<file path="config.mk">
export PLATFORM = sky130hd
export DESIGN_NAME = vga_scan_ctrl
export DESIGN_NICKNAME = d
export VERILOG_FILES = /design/src/rtl/vga_scan_ctrl.sv
export SDC_FILE = /design/constraint.sdc
export NUM_CORES = 1
export LEC_CHECK = 0
export ABC_AREA = 0
export ABC_CLOCK_PERIOD_IN_PS = 2200
export CORE_MARGIN = 3
export CORE_UTILIZATION = 35
export CTS_CLUSTER_DIAMETER = 80
export DETAILED_ROUTE_END_ITERATION = 12
export PLACE_DENSITY_LB_ADDON = 0.15
export REMOVE_ABC_BUFFERS = 1
export SETUP_SLACK_MARGIN = 0.2
export SLEW_MARGIN = 10
export SYNTH_ARGS = -nofsm -noshare
export SYNTH_HDL_FRONTEND = slang
export SYNTH_SLANG_ARGS = --single-unit
</file>
<file path="constraint.sdc">
create_clock -name CLOCK_50 -period 2.2 [get_ports CLOCK_50]
set_input_delay 0.22 -clock CLOCK_50 [delete_from_list [all_inputs] [get_ports CLOCK_50]]
set_output_delay 0.22 -clock CLOCK_50 [all_outputs]
set_load 0.02 [all_outputs]
</file>
<file path="src/rtl/vga_scan_ctrl.sv">
`timescale 1ns/1ps
`default_nettype none
// ============================================================================
// Module   : vga_scan_ctrl
// Brief    : 640x480@60 Hz VGA scan controller: 25 MHz tick from CLOCK_50,
//            scan position publish, latency-aligned RGB/sync output, frame pulse.
// Revision : 1.0 - initial release
// ============================================================================
module vga_scan_ctrl #(
    parameter int H_VISIBLE  = 640,
    parameter int H_FRONT    = 16,
    parameter int H_SYNC     = 96,
    parameter int H_BACK     = 48,
    parameter int V_VISIBLE  = 480,
    parameter int V_FRONT    = 10,
    parameter int V_SYNC     = 2,
    parameter int V_BACK     = 33,
    parameter int RENDER_LAT = 1
) (
    input  logic       CLOCK_50,
    input  logic       RESET_N,
    output logic [9:0] PIX_X,
    output logic [9:0] PIX_Y,
    output logic       PIX_REQ,
    input  logic [7:0] PIX_R,
    input  logic [7:0] PIX_G,
    input  logic [7:0] PIX_B,
    output logic       FRAME_START,
    output logic       VGA_CLK,
    output logic       VGA_HS,
    output logic       VGA_VS,
    output logic       VGA_BLANK_N,
    output logic       VGA_SYNC_N,
    output logic [7:0] VGA_R,
    output logic [7:0] VGA_G,
    output logic [7:0] VGA_B
);

    localparam logic [9:0] C_H_VIS    = 10'(H_VISIBLE);
    localparam logic [9:0] C_H_LAST   = 10'(H_VISIBLE + H_FRONT + H_SYNC + H_BACK - 1);
    localparam logic [9:0] C_HS_FIRST = 10'(H_VISIBLE + H_FRONT);
    localparam logic [9:0] C_HS_LAST  = 10'(H_VISIBLE + H_FRONT + H_SYNC - 1);
    localparam logic [9:0] C_V_VIS    = 10'(V_VISIBLE);
    localparam logic [9:0] C_V_LAST   = 10'(V_VISIBLE + V_FRONT + V_SYNC + V_BACK - 1);
    localparam logic [9:0] C_VS_FIRST = 10'(V_VISIBLE + V_FRONT);
    localparam logic [9:0] C_VS_LAST  = 10'(V_VISIBLE + V_FRONT + V_SYNC - 1);
    localparam int         C_PW       = 3 * RENDER_LAT;
    // Each pipe stage holds {hs_n, vs_n, vis}; idle value is syncs inactive, blanked.
    localparam logic [C_PW-1:0] C_PIPE_RST = {RENDER_LAT{3'b110}};

    logic            r_phase_q, w_phase_d, w_tick;
    logic [9:0]      r_h_cnt_q, w_h_cnt_d;
    logic [9:0]      r_v_cnt_q, w_v_cnt_d;
    logic            w_vis, w_hs_n, w_vs_n;
    logic [2:0]      w_dec, w_pipe_out;
    logic [C_PW-1:0] r_pipe_q, w_pipe_d, w_pipe_shift;
    logic            r_hs_q, w_hs_d;
    logic            r_vs_q, w_vs_d;
    logic            r_blank_n_q, w_blank_n_d;
    logic            r_frame_start_q, w_frame_start_d;
    logic [7:0]      r_r_q, w_r_d;
    logic [7:0]      r_g_q, w_g_d;
    logic [7:0]      r_b_q, w_b_d;

    assign w_tick     = r_phase_q;
    assign w_vis      = (r_h_cnt_q < C_H_VIS) && (r_v_cnt_q < C_V_VIS);
    assign w_hs_n     = !((r_h_cnt_q >= C_HS_FIRST) && (r_h_cnt_q <= C_HS_LAST));
    assign w_vs_n     = !((r_v_cnt_q >= C_VS_FIRST) && (r_v_cnt_q <= C_VS_LAST));
    assign w_dec      = {w_hs_n, w_vs_n, w_vis};
    assign w_pipe_out = r_pipe_q[C_PW-1 -: 3];

    generate
        if (RENDER_LAT == 1) begin : g_pipe_single
            assign w_pipe_shift = w_dec;
        end else begin : g_pipe_multi
            assign w_pipe_shift = {r_pipe_q[C_PW-4:0], w_dec};
        end
    endgenerate

    always_comb begin
        w_phase_d       = ~r_phase_q;
        w_h_cnt_d       = r_h_cnt_q;
        w_v_cnt_d       = r_v_cnt_q;
        w_pipe_d        = r_pipe_q;
        w_hs_d          = r_hs_q;
        w_vs_d          = r_vs_q;
        w_blank_n_d     = r_blank_n_q;
        w_r_d           = r_r_q;
        w_g_d           = r_g_q;
        w_b_d           = r_b_q;
        if (w_tick) begin
            if (r_h_cnt_q == C_H_LAST) begin
                w_h_cnt_d = 10'd0;
                w_v_cnt_d = (r_v_cnt_q == C_V_LAST) ? 10'd0 : r_v_cnt_q + 10'd1;
            end else begin
                w_h_cnt_d = r_h_cnt_q + 10'd1;
            end
            w_pipe_d = w_pipe_shift;
            // Colour sampled now belongs to the position leaving the pipe now.
            w_hs_d      = w_pipe_out[2];
            w_vs_d      = w_pipe_out[1];
            w_blank_n_d = w_pipe_out[0];
            w_r_d       = w_pipe_out[0] ? PIX_R : 8'd0;
            w_g_d       = w_pipe_out[0] ? PIX_G : 8'd0;
            w_b_d       = w_pipe_out[0] ? PIX_B : 8'd0;
        end
        w_frame_start_d = w_tick && (w_h_cnt_d == 10'd0) && (w_v_cnt_d == C_V_VIS);
    end

    always_ff @(posedge CLOCK_50 or negedge RESET_N) begin
        if (!RESET_N) begin
            r_phase_q       <= 1'b0;
            r_h_cnt_q       <= 10'd0;
            r_v_cnt_q       <= 10'd0;
            r_pipe_q        <= C_PIPE_RST;
            r_hs_q          <= 1'b1;
            r_vs_q          <= 1'b1;
            r_blank_n_q     <= 1'b0;
            r_frame_start_q <= 1'b0;
            r_r_q           <= 8'd0;
            r_g_q           <= 8'd0;
            r_b_q           <= 8'd0;
        end else begin
            r_phase_q       <= w_phase_d;
            r_h_cnt_q       <= w_h_cnt_d;
            r_v_cnt_q       <= w_v_cnt_d;
            r_pipe_q        <= w_pipe_d;
            r_hs_q          <= w_hs_d;
            r_vs_q          <= w_vs_d;
            r_blank_n_q     <= w_blank_n_d;
            r_frame_start_q <= w_frame_start_d;
            r_r_q           <= w_r_d;
            r_g_q           <= w_g_d;
            r_b_q           <= w_b_d;
        end
    end

    assign PIX_X       = r_h_cnt_q;
    assign PIX_Y       = r_v_cnt_q;
    assign PIX_REQ     = w_vis;
    assign FRAME_START = r_frame_start_q;
    assign VGA_CLK     = ~r_phase_q;
    assign VGA_HS      = r_hs_q;
    assign VGA_VS      = r_vs_q;
    assign VGA_BLANK_N = r_blank_n_q;
    assign VGA_SYNC_N  = 1'b0;
    assign VGA_R       = r_r_q;
    assign VGA_G       = r_g_q;
    assign VGA_B       = r_b_q;

endmodule
`default_nettype wire

</file>
-- Word level (Yosys, flattened, before mapping)
Index checks and enable logic that the tools add are counted.
- register bits: 52
- latch bits: 0
- output and inout port bits: 51
- bits in writable memories: 0
- logic and storage cells: 39
- memory bits (read-only): 0
- memories: 0
- muxes and demuxes: 8
- equal/unequal tests: 3
- multipliers: 0
- $add $sub $neg: 2
- shifts and indexed selects: 0
- order comparisons: 6
- div/mod/pow operators: 0
- reductions and logical operators: 8
- bitwise operators: 1
- operators by type and width (operator ; count):
    two-way mux 10 bit ; 5
    two-way mux 8 bit ; 3
    adder 10 x 1 -> 10 bit (second input constant) ; 2
    == test 10 bit (second input constant) ; 2
    == test 10 x 9 -> 1 bit (second input constant) ; 1
    greater-or-equal comparator 10 bit (second input constant) ; 1
    greater-or-equal comparator 10 x 9 -> 1 bit (second input constant) ; 1
    less-or-equal comparator 10 bit (second input constant) ; 1
    less-or-equal comparator 10 x 9 -> 1 bit (second input constant) ; 1
    zero test 10 bit ; 1
    less-than comparator 10 bit (second input constant) ; 1
    less-than comparator 10 x 9 -> 1 bit (second input constant) ; 1
    logical AND 1 bit ; 5
    zero test 1 bit ; 2
    inverter 1 bit ; 1

-- Longest topological paths before layout
Gate-level depths: netlist of run 1.
- depth after elaboration: 6
- mapped depth: 9

-- Worst setup path after synthesis of run 1
OpenSTA, ideal clock, no wires.
- path type: reg-to-reg
- start: register r_h_cnt_q[0] (netlist: PIX_X[0])
- end: register r_frame_start_q (netlist: FRAME_START)
- data arrival time: 2.117 ns
- path slack: -0.013 ns
- cell stages (with the launch flop): 10
- required time: 2.104 ns
- path buffers: 2
- setup time: 0.096 ns
- cells stage by stage: dfrtp_1 -> ha_1 -> and2_1 -> clkbuf_4 -> and4_1 -> buf_6 -> nand3_4 -> or3b_1 -> a22o_1 -> nor4_2
- word-level cells in the longest chain between the ends: 6
- RTL lines (element ; line ; text):
    start: declaration ; 52 ; logic [9:0] r_h_cnt_q, w_h_cnt_d;
    start signal: assignment ; 125 ; r_h_cnt_q <= w_h_cnt_d;
    adder 10 x 1 -> 10 bit or == test 10 bit (tied branches) ; 96, 92 ;
    two-way mux 10 bit ; 92 ; if (r_h_cnt_q == C_H_LAST) begin
    two-way mux 10 bit ; 91 ; if (w_tick) begin
    zero test 10 bit ; 107 ; w_frame_start_d = w_tick && (w_h_cnt_d == 10'd0) && (w_v_cnt_d == C_V_VIS);
    logical AND 1 bit ; 107 ;
    logical AND 1 bit * ; 107 ;
    via w_frame_start_d ; 60 ; logic r_frame_start_q, w_frame_start_d;
    end signal: assignment ; 131 ; r_frame_start_q <= w_frame_start_d;
    end: declaration ; 60 ;
Mark *: on every way through the listed nets, which the timed path passes. The rest lies on a longest branch.
A chain may end at the register's enable or synchronous reset.

-- Worst setup path in the final report of run 1
- start: register r_h_cnt_q[6] (netlist: PIX_X[6])
- end: register r_frame_start_q (netlist: FRAME_START)
Same word-level chain as after synthesis.

==> results of run 1 <==
where the power goes:
| group | switching [mW] | total (mW) | internal [mW] |
|---|---|---|---|
| Sequential | 0.0120 | 0.990 | 0.978 |
| Combinational | 0.0699 | 0.163 | 0.0935 |
| Clock | 0.312 | 0.539 | 0.227 |
| Total | 0.394 | 1.69 | 1.30 |
flip-flops by register name, summed over array words and instances, names as in the netlist:
| signal | count |
|---|---|
| VGA_VS | 1 |
| VGA_BLANK_N | 1 |
| PIX_X | 10 |
| VGA_G | 8 |
| VGA_HS | 1 |
| PIX_Y | 10 |
| FRAME_START | 1 |
| r_pipe_q | 3 |
| VGA_R | 8 |
| r_phase_q | 1 |
| VGA_B | 8 |
metrics by stage:
| step | std cells | util |
|---|---|---|
| 3_5_place_dp | 410 | 0.504 |
| 4_1_cts | 422 | 0.524 |
| 3_3_place_gp | 410 | 0.504 |
| 2_1_floorplan | 213 | - |
| 5_1_grt | 423 | 0.529 |
| 6_report | 423 | 0.529 |
critical path: cells and delay by family, from the launching register on:
family,cells,cell delay (ns)
AND/OR/NAND/NOR,4,1.20
flip-flops,1,0.44
AO/OA/AOI/OAI,2,0.34
cell usage in the layout (no fill, tap or decap), types with 5 or more instances in the layout:
master	synthesis	routed
clkbuf_8	0	5
nor2_1	10	10
a22o_1	25	25
clkdlybuf4s50_1	0	72
nand2_1	15	13
ha_1	5	5
xor2_1	5	5
dfrtp_1	48	43
inv_1	8	7
dfrtp_2	0	5
xnor2_1	9	9
buf_4	4	30
o21ai_0	14	14
a21oi_1	5	5
nand3_1	7	7
layer usage:
metal | vias to the layer above | global-route usage | share of wire
li1 | 1022 | - | -
met1 | 1036 | 0.217 | 0.47
met4 | 0 | 0.0415 | 0.0062
met5 | - | 0 | 0
met3 | 4 | 0.0273 | 0.039
met2 | 53 | 0.259 | 0.49
area by class of cell:
class                      count  area, µm²
fill                         630       3270
clock buffer                   6       72.6
tap                           96        120
sequential                    52       1310
inverter                       8       30.0
multi-input combinational    153       1140
timing repair buffer         106        978
clock inverter                 2       16.3
what timing repair did:
item,in CTS,in global routing
gates resized for setup,8,10
hold endpoints to repair,20,0
setup buffers,3,1
endpoints found under the setup margin,3,2
pin swaps,1,1
gates cloned,0,0
hold buffers,1,0
final timing paths:
kind / from / slack (ns) / cells past startpoint / to
setup / recovery: PIX_X[6] / 0.13 / 6 / FRAME_START
hold / removal: RESET_N / 0.44 / 2 / PIX_X[5]
setup reg to reg: PIX_X[6] / 0.13 / 6 / FRAME_START
hold reg to reg: r_pipe_q[1] / 0.49 / 2 / r_pipe_q[1]
max in group asynchronous: RESET_N / 1.05 / 3 / VGA_VS
min in group CLOCK_50: r_pipe_q[1] / 0.49 / 2 / r_pipe_q[1]
kinds of logic after synthesis:
kind of cell	share of synthesized area
AND/OR/NAND/NOR	0.171
adder cells (fa/ha/maj)	0.0245
buffers and inverters	0.0578
multiplexers	0.0176
other	0.00147
flip-flops	0.511
XOR/XNOR	0.0480
AO/OA/AOI/OAI	0.168
Yosys cell counts, types with 3 or more instances:
cell type,instances
dfrtp_1,48
a22o_1,25
nand2_1,15
o21ai_0,14
nor2_1,10
xnor2_1,9
inv_1,8
nand3_1,7
a21oi_1,5
clkbuf_1,5
ha_1,5
nor4_1,5
xor2_1,5
a31oi_1,4
buf_4,4
dfstp_2,4
mux2_2,4
nor3_1,4
and3_2,3
buf_6,3
nand3b_1,3
==> flow_summary.toml, run 1 <==
[finish]
syn2layout_area_growth_pct = 43.8
diodes = 0
fin_area_mm2 = 0.00367
drive_above_1_share = 0.211
nNetsFinal = 357

[global_route]
antenna_found_initial = 0
grt_pass1_wl_um = 10700
grt-ovfl-total = 0
grt_use_total = 0.159
first_global_vias = 2098
grt_max_degree = 26

[placement]
placed_area_mm2 = 0.00350
place_ws_ns = 0.107
dp_hpwl_um = 4820
routabilityCongestion = 0.879
io_buffers = 75

[route]
routed_wl_um = 6580
vias = 2115
drc = 0
via_per_inst = 5.00
dr.pass1.iters = 6
wl_per_cell_um = 15.6
postRouteAntennaNets = 0
initialDrtViolationCount = 109

[worst_setup_path]
crit_path_end_kind = "register"
worstPathMaxFanout = 3
cpPeakStageDelay_ns = 0.60
arrival_ns = 2.28
path_cells = "nand4bb_1, or4_4, nor3_4, o221ai_1, a22o_1, nor4_2"
startpoint_type = "register"
cpMaxStageDelayCell = "or4_4"
crit_required_ns = 2.41
critPathKind = "register to register"

[yosys]
synth_cells = 230
synth_ff_type = "dfrtp_1"
ys.warnings.count = 0
synth_seq_cells = 52
avgSynthCellArea_um2 = 11.1
yosys-top-cells-area = "dfrtp_1 47%, a22o_1 8.6%, dfstp_2 4.1%"
ys_seq_area_frac = 0.511
synth_enable_flop_cells = 0
synth_top_area_frac = 0.470
synth_cell_types = 55
synth_area_mm2 = 0.00255
yosysTopAreaCell = "dfrtp_1"
synthArstFlopShare = 1.00

[run]
maxCapViolCount = 0

[cts]
htree_levels = 2
cts_tree = "yes"
cts_buffer_depth = 2
clkTransAtPathRegs_ns = 0.09
cts_buffers = 5
cts-root-buf = "clkbuf_8"
clock_sinks = 52
clock_latency_ns = 0.30

[timing]
timing.setup.tns_ns = 0
clock_skew_ns = 0.00538
maxSlewViolCount = 0
post-route-period-util = 0.940
holdWs_ns = 0.440
min_period_ns = 2.07
worst_slew_pin_slew_ns = 0.925
fmax_ghz = 0.484
rsz0062_at_grt = "true"
maxSlewHeadroom = 0.383
hold_viol_final = 0
setup_ws_ns = 0.133
setup_viol = 0

[floorplan]
pin_count = 77
fp.dieW_um = 91.4
die_height_um = 91.4
core-area_mm2 = 0.00694
start_util = 0.368
fp-row-count = 30
die-area_mm2 = 0.00836

[pwr]
ir_worst_vdd_v = 0.000281
power_leakage_nw = 1.60
total_power_mw = 1.69
power.density_mw_per_mm2 = 460

[min_path]
holdCritPathClass = "input port to asynchronous set/reset pin"

[status]
status = "complete, no violations"
Power figures use the tool's default switching activity.
==> run 2, diff against run 1 <==
--- a/config.mk
+++ b/config.mk
@@ -11,6 +11,7 @@
 export CORE_UTILIZATION = 35
 export CTS_CLUSTER_DIAMETER = 80
 export DETAILED_ROUTE_END_ITERATION = 12
+export GPL_TIMING_DRIVEN = 0
 export PLACE_DENSITY_LB_ADDON = 0.15
 export REMOVE_ABC_BUFFERS = 1
 export SETUP_SLACK_MARGIN = 0.2
==> flow_summary.toml, run 2 (same netlist as run 1, synthesis figures left out) <==
[cts]
cts_buffers = 5
cts-root-buf = "clkbuf_8"
clock_sinks = 52
htree_levels = 2
clkTransAtPathRegs_ns = 0.10
clock_latency_ns = 0.31
cts_tree = "yes"
cts_buffer_depth = 2

[floorplan]
die-area_mm2 = 0.00836
die_height_um = 91.4
pin_count = 77
core-area_mm2 = 0.00694
fp-row-count = 30
start_util = 0.368
fp.dieW_um = 91.4

[placement]
routabilityCongestion = 0.817
dp_hpwl_um = 4380
io_buffers = 75

[global_route]
grt_max_degree = 36
grt-ovfl-total = 0
grt_use_total = 0.160
first_global_vias = 2075
antenna_found_initial = 0
grt_pass1_wl_um = 10700

[route]
drc = 0
via_per_inst = 5.10
initialDrtViolationCount = 78
dr.pass1.iters = 4
vias = 2117
postRouteAntennaNets = 0
wl_per_cell_um = 15.8
routed_wl_um = 6560

[worst_setup_path]
crit_path_end_kind = "register"
worstPathMaxFanout = 5
rr_startpoint = "PIX_X[7]"
critPathKind = "register to register"
crit_required_ns = 2.40
cpMostUsedCell = "nor4_2"
startpoint_type = "register"
cpMaxStageDelayCell = "nor4_2"
arrival_ns = 2.30
rr_endpoint = "FRAME_START"
path_cells = "nand4b_1, buf_4, nor4_2, o21ai_0, a32o_1, nand3b_1, nor4_2"
cpPeakStageDelay_ns = 0.47
rrSetupSlack_ns = 0.1
r2r_cells = 7

[timing]
holdWs_ns = 0.378
hold_viol_final = 0
setup_viol = 0
clock_skew_ns = 0.00509
post-route-period-util = 0.956
rsz0062_at_grt = "true"
min_period_ns = 2.10
maxSlewHeadroom = 0.372
timing.setup.tns_ns = 0
fmax_ghz = 0.476
maxSlewViolCount = 0
worst_slew_pin_slew_ns = 0.943

[finish]
nNetsFinal = 349
final_common_cell = "clkdlybuf4s50_1"
diodes = 0
fin_util = 0.527
syn2layout_area_growth_pct = 43.3
drive_above_1_share = 0.226
final_cell_mix = "73 x clkdlybuf4s50_1, 36 x dfrtp_1, 25 x a22o_1"

[pwr]
power_leakage_nw = 1.53
ir_worst_vdd_v = 0.000298
power.density_mw_per_mm2 = 468

[run]
maxCapViolCount = 0

[min_path]
holdCritPathClass = "input port to asynchronous set/reset pin"

[status]
status = "complete, no violations"
-- run 2: through the flow --
step / cells / power [mW] / area [µm²] / setup WS, ns
after CTS: 411 / 1.74 / 3620 / 0.0683
final: 415 / 1.71 / 3660 / 0.0976
after floorplan: 213 / 1.06 / 2440 / -0.0712
after global placement: 384 / 1.17 / 3310 / -0.754
after detailed placement: 385 / 1.17 / 3320 / -0.371
after global routing: 415 / 1.79 / 3660 / -0.0105
-- run 2: area by class of cell --
class                   count  area [µm²]
flip-flops and latches     52        1320
well taps                  96         120
repair inverters            1        5.00
clock inverters             2        16.3
fillers                   636        3280
multi-input cells         153        1160
repair buffers             97         928
clock buffers               6        72.6
inverters                   8        33.8
-- run 2: metal layers --
| layer | vias up | track usage | routed length [µm] |
|---|---|---|---|
| li1 | 1014 | - | - |
| met1 | 1052 | 0.223 | 3050 |
| met2 | 45 | 0.247 | 3190 |
| met3 | 6 | 0.0472 | 282 |
| met4 | 0 | 0.0327 | 40 |
| met5 | - | 0 | 0 |
-- run 2: how the worst max path moves through the flow --
stage	startpoint	end	slack, ns	depth (start not counted)
floorplan	PIX_X[0]	FRAME_START	-0.07	7
global placement	RESET_N	VGA_R[0]	-0.75	1
detailed placement	PIX_X[0]	FRAME_START	-0.37	7
CTS	PIX_X[7]	FRAME_START	0.07	6
global route	PIX_Y[0]	FRAME_START	-0.01	8
finish	PIX_X[7]	FRAME_START	0.1	7
-- run 2: worst max-delay path: cells and delay by family, from the launching register on --
family                 cells  cell delay, ns
AOI/OAI and AO/OA          2            0.46
and+or+nand+nor            4            0.89
DFF                        1            0.46
buffers and inverters      1            0.18
-- run 2: power by group --
group | leakage [nW] | total, mW | internal [mW] | switching (mW)
registers | 0.616 | 0.990 | 0.978 | 0.0120
logic | 0.876 | 0.164 | 0.0947 | 0.0691
clock network | 0.0414 | 0.561 | 0.227 | 0.333
-- run 2: repair_timing --
action / CTS / global route
setup buffers: 16 / 4
hold buffers: 1 / 0
resized for setup: 27 / 5
cloned: 1 / 0
setup endpoints to repair: 6 / 3
pin swaps: 6 / 3
hold endpoints to repair: 17 / 0
==> run 3, diff against run 2 <==
--- a/config.mk
+++ b/config.mk
@@ -12,7 +12,7 @@
 export CTS_CLUSTER_DIAMETER = 80
 export DETAILED_ROUTE_END_ITERATION = 12
 export GPL_TIMING_DRIVEN = 0
-export PLACE_DENSITY_LB_ADDON = 0.15
+export PLACE_DENSITY = 0.74
 export REMOVE_ABC_BUFFERS = 1
 export SETUP_SLACK_MARGIN = 0.2
 export SLEW_MARGIN = 10
==> flow_summary.toml, run 3 (same netlist as run 1, synthesis figures left out) <==
[status]
status = "complete, no violations"

[finish]
fin_area_mm2 = 0.00376
nNetsFinal = 355
diodes = 0
syn2layout_area_growth_pct = 47.1
fillers = 591
fin_cells = 421
final_common_cell = "clkdlybuf4s50_1"
final_cell_mix = "73 x clkdlybuf4s50_1, 36 x dfrtp_1, 25 x a22o_1"
drive_above_1_share = 0.243

[pwr]
power_leakage_nw = 1.59
pwr-share-clk = 0.363
cellInternalPower_mw = 1.41
switching_share = 0.222
power.density_mw_per_mm2 = 483
ir_worst_vdd_v = 0.000385
pwr-share-comb = 0.091
p_seq_frac = 0.545
total_power_mw = 1.81
switchingPower_uw = 403

[timing]
rsz0062_at_grt = "true"
maxSlewHeadroom = 0.375
hold_viol_final = 0
min_period_ns = 2.12
maxSlewViolCount = 0
worst_slew_pin_slew_ns = 0.938
fmax_ghz = 0.471
setup_viol = 0
post-route-period-util = 0.964
clock_skew_ns = 0.00469

[route]
wl_per_cell_um = 16.4
initialDrtViolationCount = 63
vias = 2202
via_per_inst = 5.23
drc = 0
routed_wl_um = 6920
postRouteAntennaNets = 0
dr.pass1.iters = 5

[cts]
clock_sinks = 52
clock_latency_ns = 0.30
clkTransAtPathRegs_ns = 0.10
cts_tree = "yes"
cts-root-buf = "clkbuf_8"
cts_buffer_depth = 2
htree_levels = 2
cts_buffers = 5

[floorplan]
fp-row-count = 30
start_util = 0.368
core-area_mm2 = 0.00694
pin_count = 77
die_height_um = 91.4
fp.dieW_um = 91.4
die-area_mm2 = 0.00836

[global_route]
first_global_vias = 2138
grt-ovfl-total = 0
grt_max_degree = 29
grt_pass1_wl_um = 11000
grt_use_total = 0.162
antenna_found_initial = 0

[worst_setup_path]
crit_path_end_kind = "register"
crit_required_ns = 2.41
critPathKind = "register to register"
arrival_ns = 2.33
worstPathMaxFanout = 4
startpoint_type = "register"

[min_path]
holdCritPathClass = "input port to asynchronous set/reset pin"

[placement]
routabilityCongestion = 0.873
io_buffers = 75
dp_hpwl_um = 4370
placed_area_mm2 = 0.00332
placed_cells = 385

[run]
maxCapViolCount = 0
-- run 3: metal layers --
layer  vias to the layer above  global-route usage  part of all wire
li1                       1021                   -                 -
met1                      1079               0.212              0.43
met2                       100               0.275              0.51
met3                         2              0.0356             0.061
met4                         0              0.0314            0.0017
met5                         -                   0                 0
-- run 3: worst paths after layout --
check                       startpoint     endpoint  slack [ns]  cells after the start
max                           PIX_X[7]  FRAME_START        0.08                      7
min                            RESET_N     PIX_Y[2]        0.46                      2
max reg2reg                   PIX_X[7]  FRAME_START        0.08                      7
min reg2reg                VGA_BLANK_N  VGA_BLANK_N        0.50                      1
max in group asynchronous      RESET_N       VGA_VS        1.11                      3
min in group CLOCK_50      VGA_BLANK_N  VGA_BLANK_N        0.50                      1
-- run 3: worst max-delay path, cell delays in order, from the launching register on --
cell and delay [ns]:
dfrtp_2 0.43, buf_6 0.13, nor4b_4 0.28, and4_4 0.31, nand3_4 0.07, or3b_1 0.37
a22o_1 0.22, nor4_2 0.21
-- run 3: power groups by stage --
stage	registers, mW	logic (mW)	clock network (mW)
after floorplan	1.04	0.0205	0
after global placement	1.01	0.161	0
after detailed placement	1.01	0.167	0
after CTS	0.989	0.170	0.678
after global routing	0.992	0.178	0.715
final	0.989	0.166	0.659
-- run 3: repair_timing --
action,CTS,global route
setup endpoints to repair,5,3
hold buffers,1,0
pin swaps,5,2
buffers inserted,17,9
resized for setup,23,10
gates cloned,1,0
hold endpoints to repair,22,0
-- run 3: metrics by stage --
stage	setup WS [ns]	hold WS, ns	utilization	TNS [ns]
after global routing	-0.0256	0.486	0.541	-0.0256
after global placement	-0.698	0.467	0.476	-34.33
final	0.0786	0.458	0.541	0
after detailed placement	-0.321	0.274	0.479	-0.424
after CTS	0.0515	0.470	0.523	0
after floorplan	-0.0712	-0.0756	-	-0.0712
-- run 3: final cells by class --
cell class / instances / area [µm²] / share of cell area
clock buffers: 6 / 72.6 / 0.0193
clock inverters: 2 / 35.0 / 0.00932
inverters: 8 / 33.8 / 0.00899
multi-input cells: 153 / 1180 / 0.315
flip-flops and latches: 52 / 1320 / 0.352
well taps: 96 / 120 / 0.0320
repair buffers: 103 / 988 / 0.263
repair inverters: 1 / 5.00 / 0.00133
